==> src/rtl/key_click_pkg.sv <==
// rtl/key_click_pkg.sv - shared types for the key click burst counter
package key_click_pkg;

  typedef enum logic {
    IDLE  = 1'b0,
    COUNT = 1'b1
  } click_state_t;

endpackage

==> src/rtl/key_click_counter.sv <==
// rtl/key_click_counter.sv - groups debounced key presses into bursts and reports the press count
module key_click_counter
  import key_click_pkg::*;
#(
  parameter int unsigned CLK_FREQ_MHZ    = 50,
  parameter int unsigned CLICK_WINDOW_US = 300000,
  parameter int unsigned MAX_CLICKS      = 7,
  localparam int unsigned WINDOW_CLK     = CLK_FREQ_MHZ * CLICK_WINDOW_US,
  localparam int unsigned CNT_W          = $clog2(MAX_CLICKS + 1),
  localparam int unsigned TMR_W          = $clog2(WINDOW_CLK + 1)
) (
  input  logic             clk_i,
  input  logic             rst_ni,
  input  logic             key_pressed_stb_i,
  output logic [CNT_W-1:0] click_cnt_o,
  output logic             click_valid_o,
  output logic             busy_o
);

  localparam logic [TMR_W-1:0] TMR_RELOAD = TMR_W'(WINDOW_CLK - 1);
  localparam logic [CNT_W-1:0] CNT_MAX    = CNT_W'(MAX_CLICKS);
  localparam logic [CNT_W-1:0] CNT_ONE    = CNT_W'(1);
  localparam logic [TMR_W-1:0] TMR_ONE    = TMR_W'(1);

  click_state_t     state_q, state_d;
  logic [CNT_W-1:0] cnt_q, cnt_d;
  logic [TMR_W-1:0] tmr_q, tmr_d;
  logic             stb_d;
  logic             press;
  logic             emit;

  // A strobe held high over several cycles is a single press.
  assign press = key_pressed_stb_i & ~stb_d;

  always_comb begin
    state_d = state_q;
    cnt_d   = cnt_q;
    tmr_d   = tmr_q;
    emit    = 1'b0;
    case (state_q)
      IDLE: begin
        if (press) begin
          cnt_d   = CNT_ONE;
          tmr_d   = TMR_RELOAD;
          state_d = COUNT;
        end
      end
      COUNT: begin
        // A press arriving on the last window cycle extends the burst instead of closing it.
        if (press) begin
          cnt_d = (cnt_q == CNT_MAX) ? cnt_q : cnt_q + CNT_ONE;
          tmr_d = TMR_RELOAD;
        end else if (tmr_q != '0) begin
          tmr_d = tmr_q - TMR_ONE;
        end else begin
          emit    = 1'b1;
          cnt_d   = '0;
          state_d = IDLE;
        end
      end
      default: state_d = IDLE;
    endcase
  end

  always_ff @(posedge clk_i or negedge rst_ni) begin
    if (!rst_ni) begin
      state_q       <= IDLE;
      cnt_q         <= '0;
      tmr_q         <= '0;
      stb_d         <= 1'b0;
      click_cnt_o   <= '0;
      click_valid_o <= 1'b0;
      busy_o        <= 1'b0;
    end else begin
      state_q       <= state_d;
      cnt_q         <= cnt_d;
      tmr_q         <= tmr_d;
      stb_d         <= key_pressed_stb_i;
      click_valid_o <= emit;
      if (emit) begin
        click_cnt_o <= cnt_q;
      end
      // Rises one cycle after the burst opens and drops together with the emission strobe.
      busy_o        <= (state_q == COUNT) && (state_d == COUNT);
    end
  end

endmodule

==> config.mk <==
export PLATFORM = sky130hd
export DESIGN_NAME = key_click_counter
export DESIGN_NICKNAME = d
export VERILOG_FILES = /design/src/rtl/key_click_pkg.sv /design/src/rtl/key_click_counter.sv
export SDC_FILE = /design/constraint.sdc
export NUM_CORES = 1
export LEC_CHECK = 0
export ABC_AREA = 1
export CORE_AREA = 2 2 61 91
export CTS_BUF_LIST = sky130_fd_sc_hd__clkbuf_4 sky130_fd_sc_hd__clkbuf_8
export CTS_CLUSTER_DIAMETER = 50
export CTS_CLUSTER_SIZE = 30
export DETAILED_ROUTE_END_ITERATION = 6
export DIE_AREA = 0 0 63 93
export HOLD_SLACK_MARGIN = 0.12
export PLACE_DENSITY = 0.64
export SLEW_MARGIN = 20
export SYNTH_ARGS = -nofsm -noshare
export SYNTH_HDL_FRONTEND = slang
export SYNTH_SLANG_ARGS = --single-unit
==> constraint.sdc <==
create_clock -name clk_i -period 1.7 [get_ports clk_i]
set_clock_uncertainty 0.1 [all_clocks]
set_input_delay 0.17 -clock clk_i [delete_from_list [all_inputs] [get_ports clk_i]]
set_output_delay 0.17 -clock clk_i [all_outputs]
set_load 0.05 [all_outputs]
======== Word-level counts from Yosys, hierarchy flattened ========
Cells that the tools add are included.
word-level totals
  register bits ........................... 34
  latch bits .............................. 0
  bits in writable memories ............... 0
  ROM bits ................................ 0
  output and inout port bits .............. 5
  logic and storage cells ................. 37
  memories kept ........................... 0
cells by class
  $add $sub $neg .......................... 2
  $mul .................................... 0
  div/mod/pow operators ................... 0
  magnitude comparators ................... 0
  equality and inequality tests ........... 5
  shift operators ......................... 0
  muxes and demuxes ....................... 16
  bitwise logic cells ..................... 3
  reductions and logical operators ........ 4
operator list
  cell                     number
  $mux W24                 3
  $pmux W24 S2             1
  $reduce_bool A24 Y1      1
  $sub A24 B1 Y24 const B  1
  $mux W3                  4
  $mux W1                  6
  $ne A3 B3 Y1 const B     2
  $pmux W3 S2              1
  $add A3 B1 Y3 const B    1
  $eq A3 B3 Y1 const B     1
  $ne A3 B1 Y1 const B     1
  $reduce_and A3 Y1        1
  $ne A2 B2 Y1 const B     1
  $not A1 Y1               2
  $pmux W1 S2              1
  $reduce_and A2 Y1        1
  $and A1 B1 Y1            1
  $logic_and A1 B1 Y1      1

======== Longest topological paths before layout ========
Gate-level depths: netlist (run 1).
  word-level depth ........................ 5
  mapped depth ............................ 13
  mapped depth without buffers ............ 13

======== Worst setup path before layout (run 1) ========
Ideal clock, no wire load.
  path type ............................... register to register
  start ................................... reg tmr_q[0]
  end ..................................... reg tmr_q[21]
  data arrival time ....................... 1.467 ns
  data required time ...................... 1.462 ns
  setup slack ............................. -0.005 ns
  stages on the path, launching flop included .. 13
  buffers on the path ..................... 1
  clock period less this slack ............ 1.705 ns
  path through ............................ dfrtp_1 -> inv_1 -> ha_1 -> inv_1 -> nor2_1 -> nand2_1 -> nor2_1 -> nand3_2 -> nand2_4 -> nand2_4 -> buf_6 -> nand3_1 -> nand3_1
between the ends
  longest elaborated chain between the ends .. 4
  elaborated cells between the ends (all ways) .. 7
  those cells by class .................... add/sub: 1; eq/ne: 1; mux: 3; reduce/logical: 2
ends and longest elaborated chain
  element                 line                     RTL
  from (decl)             key_click_counter.sv:27  logic [TMR_W-1:0] tmr_q, tmr_d;
  from (signal assigned)  key_click_counter.sv:77  tmr_q <= tmr_d;
  $sub A24 B1 Y24         key_click_counter.sv:54  tmr_d = tmr_q - TMR_ONE;
  $mux W24                key_click_counter.sv:53  end else if (tmr_q != '0) begin
  $mux W24                key_click_counter.sv:50  if (press) begin
  $pmux W24 S2            key_click_counter.sv:40  case (state_q)
Parallel ways exist; a longest one is shown, timed or not. The select of a mux whose other input is x is not followed.
A chain may end at the register's enable or synchronous reset.

======== Worst setup path in the final report (run 1) ========
  start ................................... reg tmr_q[1]
  end ..................................... reg tmr_q[1]
Same word-level chain as after synthesis.

==> out/results.md, run 1 <==
* 32 — total number of placement rows
* in -> async — classification of the worst-slack hold path
* 851 um^2 — sequential cell area in the final layout
* 35 — largest net degree at the start of global routing
* 51 — Starting DRT DRC Count
* 38.4% — effective utilization at floorplan
* 3 — CP Buf/Inv Count
* 450 ps — transition time of the tightest slew-check pin
* 1984 — via count of the first global-routing pass
* 100% — asr flop ratio synth
* 3770 um — detailed placer's ending HPWL
* 13.5 um — average wire length per cell after detail routing
* 106% — period utilization
* 5080 um^2 — Core Footprint
* 553 MHz — FMAX
* 43.5% — Seq/Total Area, Yosys
* 34 — total of flip-flops plus latches after synthesis
* 0 — drc violations
* simple AND/OR/NAND/NOR gates — largest delay contributor family on the critical path
* 0 — post-route ant nets
* 1.24 nW — leakage dissipation
* 466 — count of fill cells added during filler insertion
* 29 — # setup viols final
* dfrtp_1 — prevailing post-synth register cell
* 5 — CTS buffer count
* 798 nW/um^2 — cell area power density
* clkbuf_8 — root cell of the clock tree
* 0 — total grt overflow
* 7.32 um^2 — synthesized area per cell
* 93 um — Die Span Y
* 1927 — routed via count
* 63 um — Die W
* inv_2 > ha_4 > inv_2 > nor2_2 > nand2_1 > nor2_2 > nand3_2 > nand2_4 > nand2_8 > buf_6 > o21ai_2 — CP cell instances
* 0 — Final Max Tran Viols
* 267 — number of standard cells after synthesis
* 19.5% — total routing usage reported by global routing
* built — CTS tree
* 0 — number of enable flip-flop cells after synthesis
* 34 — TritonCTS sink count
* 8 — count of boundary I/O pins
* 2380 um^2 — Post-Place Cell Area
* flip-flop — kind of end point of the critical path
* finished, violations left — status
* 2 — Max clock buf depth
* 7 — number of buffer cells added on primary ports
* 0 — ANT cells
* setup timing — violated checks
* 400 ps — delay of the slowest critical-path stage
* 0 — maxcap violations
* 1920 ps — data arrival at the endpoint of the critical path
* 5320 um — total wirelength of the detailed-routed design
* 27 — library cells used by synthesis
* 7 — peak fanout along the critical path
* 70.0% — Slew headroom
* 0.842 — final estimated routing congestion in global placement
* 333 — Post-layout nets
* 2 — H-tree lvl count
* 0 — final hold violation count
* reg -> reg — class of the most critical setup path
* 0 — initial antenna violation count
* 0 — number of warnings reported in the yosys synthesis log
* flip-flop — startpoint types
* -126 ps — Setup Slack @ Placement
* dfrtp_1 — cell with the largest stage delay on the worst path
* 1810 ps — post-layout minimum cycle time
* 5860 um^2 — total die area
* 4.88 — via density per instance
* 274 — Mapped Nets
* 0 — total of hold buffers inserted after clock tree synthesis
* yes — unrepaired setup endpoints after global routing
* 2720 um^2 — fin area
* 1090 um^2 — area used by multi-input combinational logic
* 4 — number of iterations in the first detailed-routing pass
* 1950 um^2 — synthesized cell area
* 0.000602 V — largest voltage drop on the vdd net
* 1820 ps — required time at the endpoint of the critical path
* 70 ps — clock transition at the registers of the reported paths
* 8850 um — wire length of the first global-routing pass
* -110 ps — post-layout worst setup margin
* 39.1% — Area Overhead vs Synth
* 187 ps — worst hold slack
* 36.1% — layout cells sized above 1
* 290 ps — worst-skew pair later-pin latency
## registers in the layout (all words and copies together), names as in the netlist
register       cells
busy_o             1
cnt_q              3
click_cnt_o        3
click_valid_o      1
tmr_q             24
state_q            1
stb_d              1
## cell families after synthesis
logic type | Yosys count | share of synthesized area (%)
compound gates | 27 | 6.98
xor+xnor | 1 | 0.448
fa+ha+maj | 4 | 2.56
buf+inv | 44 | 9.60
flops | 34 | 43.5
simple gates | 157 | 36.9
## where the power goes
group          leakage [nW]  internal [mW]  switching (mW)  total, mW
combinational         0.804          0.276           0.296      0.573
clock                0.0517          0.343           0.299      0.642
sequential            0.386          0.891          0.0621      0.954
total                  1.24           1.51           0.657       2.17
## layout by cell type (no fill, tap or decap)
cell / count
nor3_1: 1
nand3_1: 29
nor2_4: 4
xor2_1: 1
buf_4: 51
inv_2: 7
o21ai_1: 7
inv_6: 1
a31oi_1: 1
ha_1: 2
nand3b_1: 6
clkbuf_4: 1
or2_2: 1
nand2_2: 9
nor2_1: 28
nand2_1: 49
inv_1: 29
clkbuf_8: 6
nand2_4: 2
nand4_1: 8
ha_4: 2
o21ai_2: 6
dfrtp_1: 34
o21ai_0: 11
inv_8: 1
nor3_2: 1
clkdlybuf4s50_1: 2
buf_6: 3
clkinv_2: 1
a21oi_2: 1
nor2_2: 15
nand2_8: 2
nand3_2: 4
a21oi_1: 1
## layer usage
layer	vias up	wire length, um	GRT usage, %
li1	976	-	-
met1	908	2090	20.2
met2	27	2880	36.2
met3	16	98	2.65
met4	0	249	12.4
met5	-	0	0
## cells in the mapped netlist (2+ instances only)
| cell type | instances | area share (%) |
|---|---|---|
| nand4_1 | 8 | 2.6 |
| nand3b_1 | 6 | 2.3 |
| nor2_1 | 41 | 7.9 |
| nand3_1 | 32 | 8.2 |
| nor2_2 | 5 | 1.6 |
| clkbuf_1 | 2 | 0.38 |
| nand2_4 | 2 | 1.2 |
| ha_1 | 4 | 2.6 |
| o21ai_1 | 6 | 1.5 |
| a21oi_1 | 2 | 0.51 |
| o21ai_0 | 18 | 4.6 |
| buf_6 | 2 | 1.2 |
| inv_1 | 34 | 6.5 |
| nor3_1 | 2 | 0.51 |
| dfrtp_1 | 34 | 44 |
| nand2_1 | 57 | 11 |
| inv_2 | 2 | 0.38 |
## per-stage QoR
stage | utilization, % | cells | setup TNS [ps] | total power, mW
5_1_grt | 53.4 | 395 | -5450 | 2.26
2_1_floorplan | - | 267 | 0 | 1.18
3_3_place_gp | 46.8 | 379 | -579 | 1.38
4_1_cts | 50.8 | 393 | -52.2 | 2.10
3_5_place_dp | 46.8 | 379 | -859 | 1.39
6_report | 53.4 | 395 | -1690 | 2.17
## worst paths after layout
check                                  start             end  slack [ps]  cells after the start
min in group clk_i         key_pressed_stb_i           stb_d         270                      1
setup reg to reg                    tmr_q[1]        tmr_q[1]        -110                     11
setup / recovery                    tmr_q[1]        tmr_q[1]        -110                     11
hold reg to reg               click_cnt_o[0]  click_cnt_o[0]         400                      2
max in group asynchronous             rst_ni        tmr_q[7]         980                      2
hold / removal                        rst_ni        tmr_q[0]         190                      2
## cell type report
| type | count | area share (%) |
|---|---|---|
| multi-input cells | 191 | 40.3 |
| flip-flops and latches | 34 | 31.3 |
| repair buffers | 56 | 16.1 |
| inverters | 38 | 5.71 |
| clock buffers | 7 | 3.31 |
| well taps | 68 | 3.13 |
| clock inverters | 1 | 0.184 |
## timing repair
item / CTS / global route
resized for setup: 17 / 44
buffers inserted: 4 / 2
gates cloned: 2 / 0
endpoints found under the setup margin: 24 / 33
pin swaps: 3 / 10
Power figures use the tool's default switching activity.
==> run 2, diff against run 1 <==
--- a/config.mk
+++ b/config.mk
@@ -14,6 +14,7 @@
 export DIE_AREA = 0 0 63 93
 export HOLD_SLACK_MARGIN = 0.12
 export PLACE_DENSITY = 0.64
+export SKIP_LAST_GASP = 1
 export SLEW_MARGIN = 20
 export SYNTH_ARGS = -nofsm -noshare
 export SYNTH_HDL_FRONTEND = slang
==> run 2 against run 1 <==
Against the previous run: the flow still finishes with violations (setup timing); combinational power barely moved; final area fell by 0.23%; cell count did not move; critical path depth did not move; register-to-register slack barely moved; die area did not move; worst setup slack got worse by 3.4 ps; fmax fell by 0.19%; first-iteration DRC count rose by 3.9%; global-route usage did not move; hold slack improved by 0.53 ps; total power fell by 0.16%; largest cell class unchanged; highest routed layer unchanged.
==> out/results.md, run 2 (synthesis results as in run 1) <==
* in -> async — classification of the worst-slack hold path
* 450 ps — transition time of the tightest slew-check pin, -0.401 ps
* 1810 ps — post-layout minimum cycle time, +3.43 ps
* 38.4% — effective utilization at floorplan, unchanged
* 2.16 mW — Pwr Total, -0.16%
* 0 — maxcap violations, unchanged
* 32 — total number of placement rows, unchanged
* met2 — most heavily used metal layer in global routing
* 400 ps — delay of the slowest critical-path stage, about the same
* 5860 um^2 — total die area, unchanged
* 70.0% — Slew headroom, about the same
* tmr_q[1] — capture point of the worst path
* 35 — largest net degree at the start of global routing, unchanged
* 0 — initial antenna violation count, unchanged
* 0.842 — final estimated routing congestion in global placement, unchanged
* 34 — TritonCTS sink count, unchanged
* 63 um — Die W, unchanged
* 35.5% — layout cells sized above 1, -0.61 points
* 36.2% — global-route track usage on met2, unchanged
* 7 — number of buffer cells added on primary ports, unchanged
* tmr_q (24), click_cnt_o (3), cnt_q (3) — largest registers
* 0 — final hold violation count, unchanged
* 107% — period utilization, +0.20 points
* 395 — fin cells, unchanged
* 466 — count of fill cells added during filler insertion, unchanged
* 13.4 um — average wire length per cell after detail routing, -0.24%
* 0 — Final Max Tran Viols, unchanged
* 8850 um — wire length of the first global-routing pass, unchanged
* 5300 um — total wirelength of the detailed-routed design, -0.24%
* 551 MHz — FMAX, -0.19%
* 290 ps — worst-skew pair later-pin latency, about the same
* tmr_q — register bank with the most flops
* 8 — count of boundary I/O pins, unchanged
* 2 — Max clock buf depth, unchanged
* -110 ps — internal reg-to-reg setup slack, about the same
* 333 — Post-layout nets, unchanged
* 0 — ANT cells, unchanged
* 29 — # setup viols final, unchanged
* finished, violations left — status
* 1984 — via count of the first global-routing pass, unchanged
* 70 ps — clock transition at the registers of the reported paths, about the same
* 38.7% — Area Overhead vs Synth
* 3 — CP Buf/Inv Count, unchanged
* flip-flop — startpoint types
* tmr_q[1] — source of the worst register-to-register timing path
* 0 — total grt overflow, unchanged
* tmr_q[1] — terminus of the critical flop-to-flop path
* -113 ps — post-layout worst setup margin, -3.43 ps
* yes — unrepaired setup endpoints after global routing
* 19.5% — total routing usage reported by global routing, unchanged
* 379 — cell total after placement, unchanged
* -1800 ps — final setup TNS, -118 ps
* reg -> reg — class of the most critical setup path
* 2.65% — global-route track usage on met3, unchanged
* 51 x buf_4, 50 x nand2_1, 34 x dfrtp_1 — commonest non-fill, non-tap cells in the layout
* 5 — CTS buffer count, unchanged
* 5080 um^2 — Core Footprint, unchanged
* -126 ps — Setup Slack @ Placement, unchanged
* 0 — drc violations, unchanged
* 4.90 — via density per instance, +0.52%
* built — CTS tree
* 1.24 nW — leakage dissipation, -0.27%
* 4 — number of iterations in the first detailed-routing pass, unchanged
* 11 — total number of cells along the worst setup path, unchanged
* 20.2% — routing usage on met1, unchanged
* tmr_q[1] — Worst Setup SP
* inv_2 > ha_4 > inv_2 > nor2_2 > nand2_1 > nor2_2 > nand3_2 > nand2_4 > nand2_8 > buf_6 > o21ai_2 — CP cell instances
* simple AND/OR/NAND/NOR gates — largest delay contributor family on the critical path
* 1937 — routed via count, +0.52%
* 7 — peak fanout along the critical path, unchanged
* 3770 um — detailed placer's ending HPWL, unchanged
* flip-flop — kind of end point of the critical path
* clkbuf_8 — root cell of the clock tree
* 2 — H-tree lvl count, unchanged
* 24 — number of flip-flops under the largest register name, unchanged
* dfrtp_1 — cell with the largest stage delay on the worst path
* 0 — post-route ant nets, unchanged
* 0.000601 V — largest voltage drop on the vdd net, -0.19%
* buf_4 — most common library cell in the layout ignoring fill and taps
* 93 um — Die Span Y, unchanged
* 1820 ps — required time at the endpoint of the critical path, about the same
* 798 nW/um^2 — cell area power density, about the same
* 53 — Starting DRT DRC Count, +3.9%
* 11 — FF-to-FF path depth, unchanged
* 1930 ps — data arrival at the endpoint of the critical path, about the same
* setup timing — violated checks
==> run 2: changes by cell type in the layout (fill, tap and decap cells not counted) <==
cell and change:
o21ai_0 +1, nand2_1 +1, o21ai_2 -1, nand2_2 -1
==> run 2: where the power goes <==
group	internal [mW]	leakage [nW]	switching (mW)	total, mW
logic	0.276	0.800	0.296	0.573
registers	0.892	0.386	0.0622	0.954
clock network	0.343	0.0517	0.295	0.638
total	1.51	1.24	0.654	2.16
==> run 2: how the worst min path moves through the flow <==
stage	start	endpoint	slack, ps	depth (start not counted)
2_1_floorplan	rst_ni	busy_o	-230	0
3_3_place_gp	click_cnt_o[0]	click_cnt_o[0]	370	2
3_5_place_dp	click_cnt_o[1]	click_cnt_o[1]	380	2
4_1_cts	rst_ni	tmr_q[10]	200	2
5_1_grt	rst_ni	tmr_q[10]	250	2
6_report	rst_ni	tmr_q[0]	190	2
==> run 2: repair_timing <==
item / CTS / global route
setup endpoints to repair: 24 / 33
gates resized for setup: 16 / 42
pin swaps: 3 / 10
hold buffers: 0 / 0
gates cloned: 2 / 0
buffers inserted: 4 / 2
==> run 2: per-stage QoR <==
step	area, um^2	utilization [%]	hold WS (ps)
2_1_floorplan	1950	-	-226
3_3_place_gp	2380	46.8	369
3_5_place_dp	2380	46.8	377
4_1_cts	2580	50.8	203
5_1_grt	2710	53.3	252
6_report	2710	53.3	188
==> run 2: area by class of cell <==
cell class              count  area (um^2)  share of cell area [%]
inverters                  38          155                    5.72
multi-input cells         191         1090                    40.1
repair buffers             56          437                    16.1
clock buffers               7         90.1                    3.32
well taps                  68         85.1                    3.14
clock inverters             1         5.00                   0.185
flip-flops and latches     34          851                    31.4
==> run 2: worst reg2reg max path, cell delays in order (launching register included) <==
cell	delay, ps
dfrtp_1	400
inv_2	100
ha_4	130
inv_2	30
nor2_2	100
nand2_1	70
nor2_2	120
nand3_2	130
nand2_4	200
nand2_8	110
buf_6	150
o21ai_2	100
==> run 2: layer usage <==
layer	vias to the layer above	wire (um)
met1	911	2070
met3	16	103
met5	-	0
met2	33	2880
li1	977	-
met4	0	249
==> run 3, diff against run 2 <==
--- a/config.mk
+++ b/config.mk
@@ -12,7 +12,8 @@
 export CTS_CLUSTER_SIZE = 30
 export DETAILED_ROUTE_END_ITERATION = 6
 export DIE_AREA = 0 0 63 93
-export HOLD_SLACK_MARGIN = 0.12
+export GPL_ROUTABILITY_DRIVEN = 0
+export HOLD_SLACK_MARGIN = 0.1
 export PLACE_DENSITY = 0.64
 export SKIP_LAST_GASP = 1
 export SLEW_MARGIN = 20
==> results of run 3 <==
Final layout, timing and power as in run 2 (identical DEF).
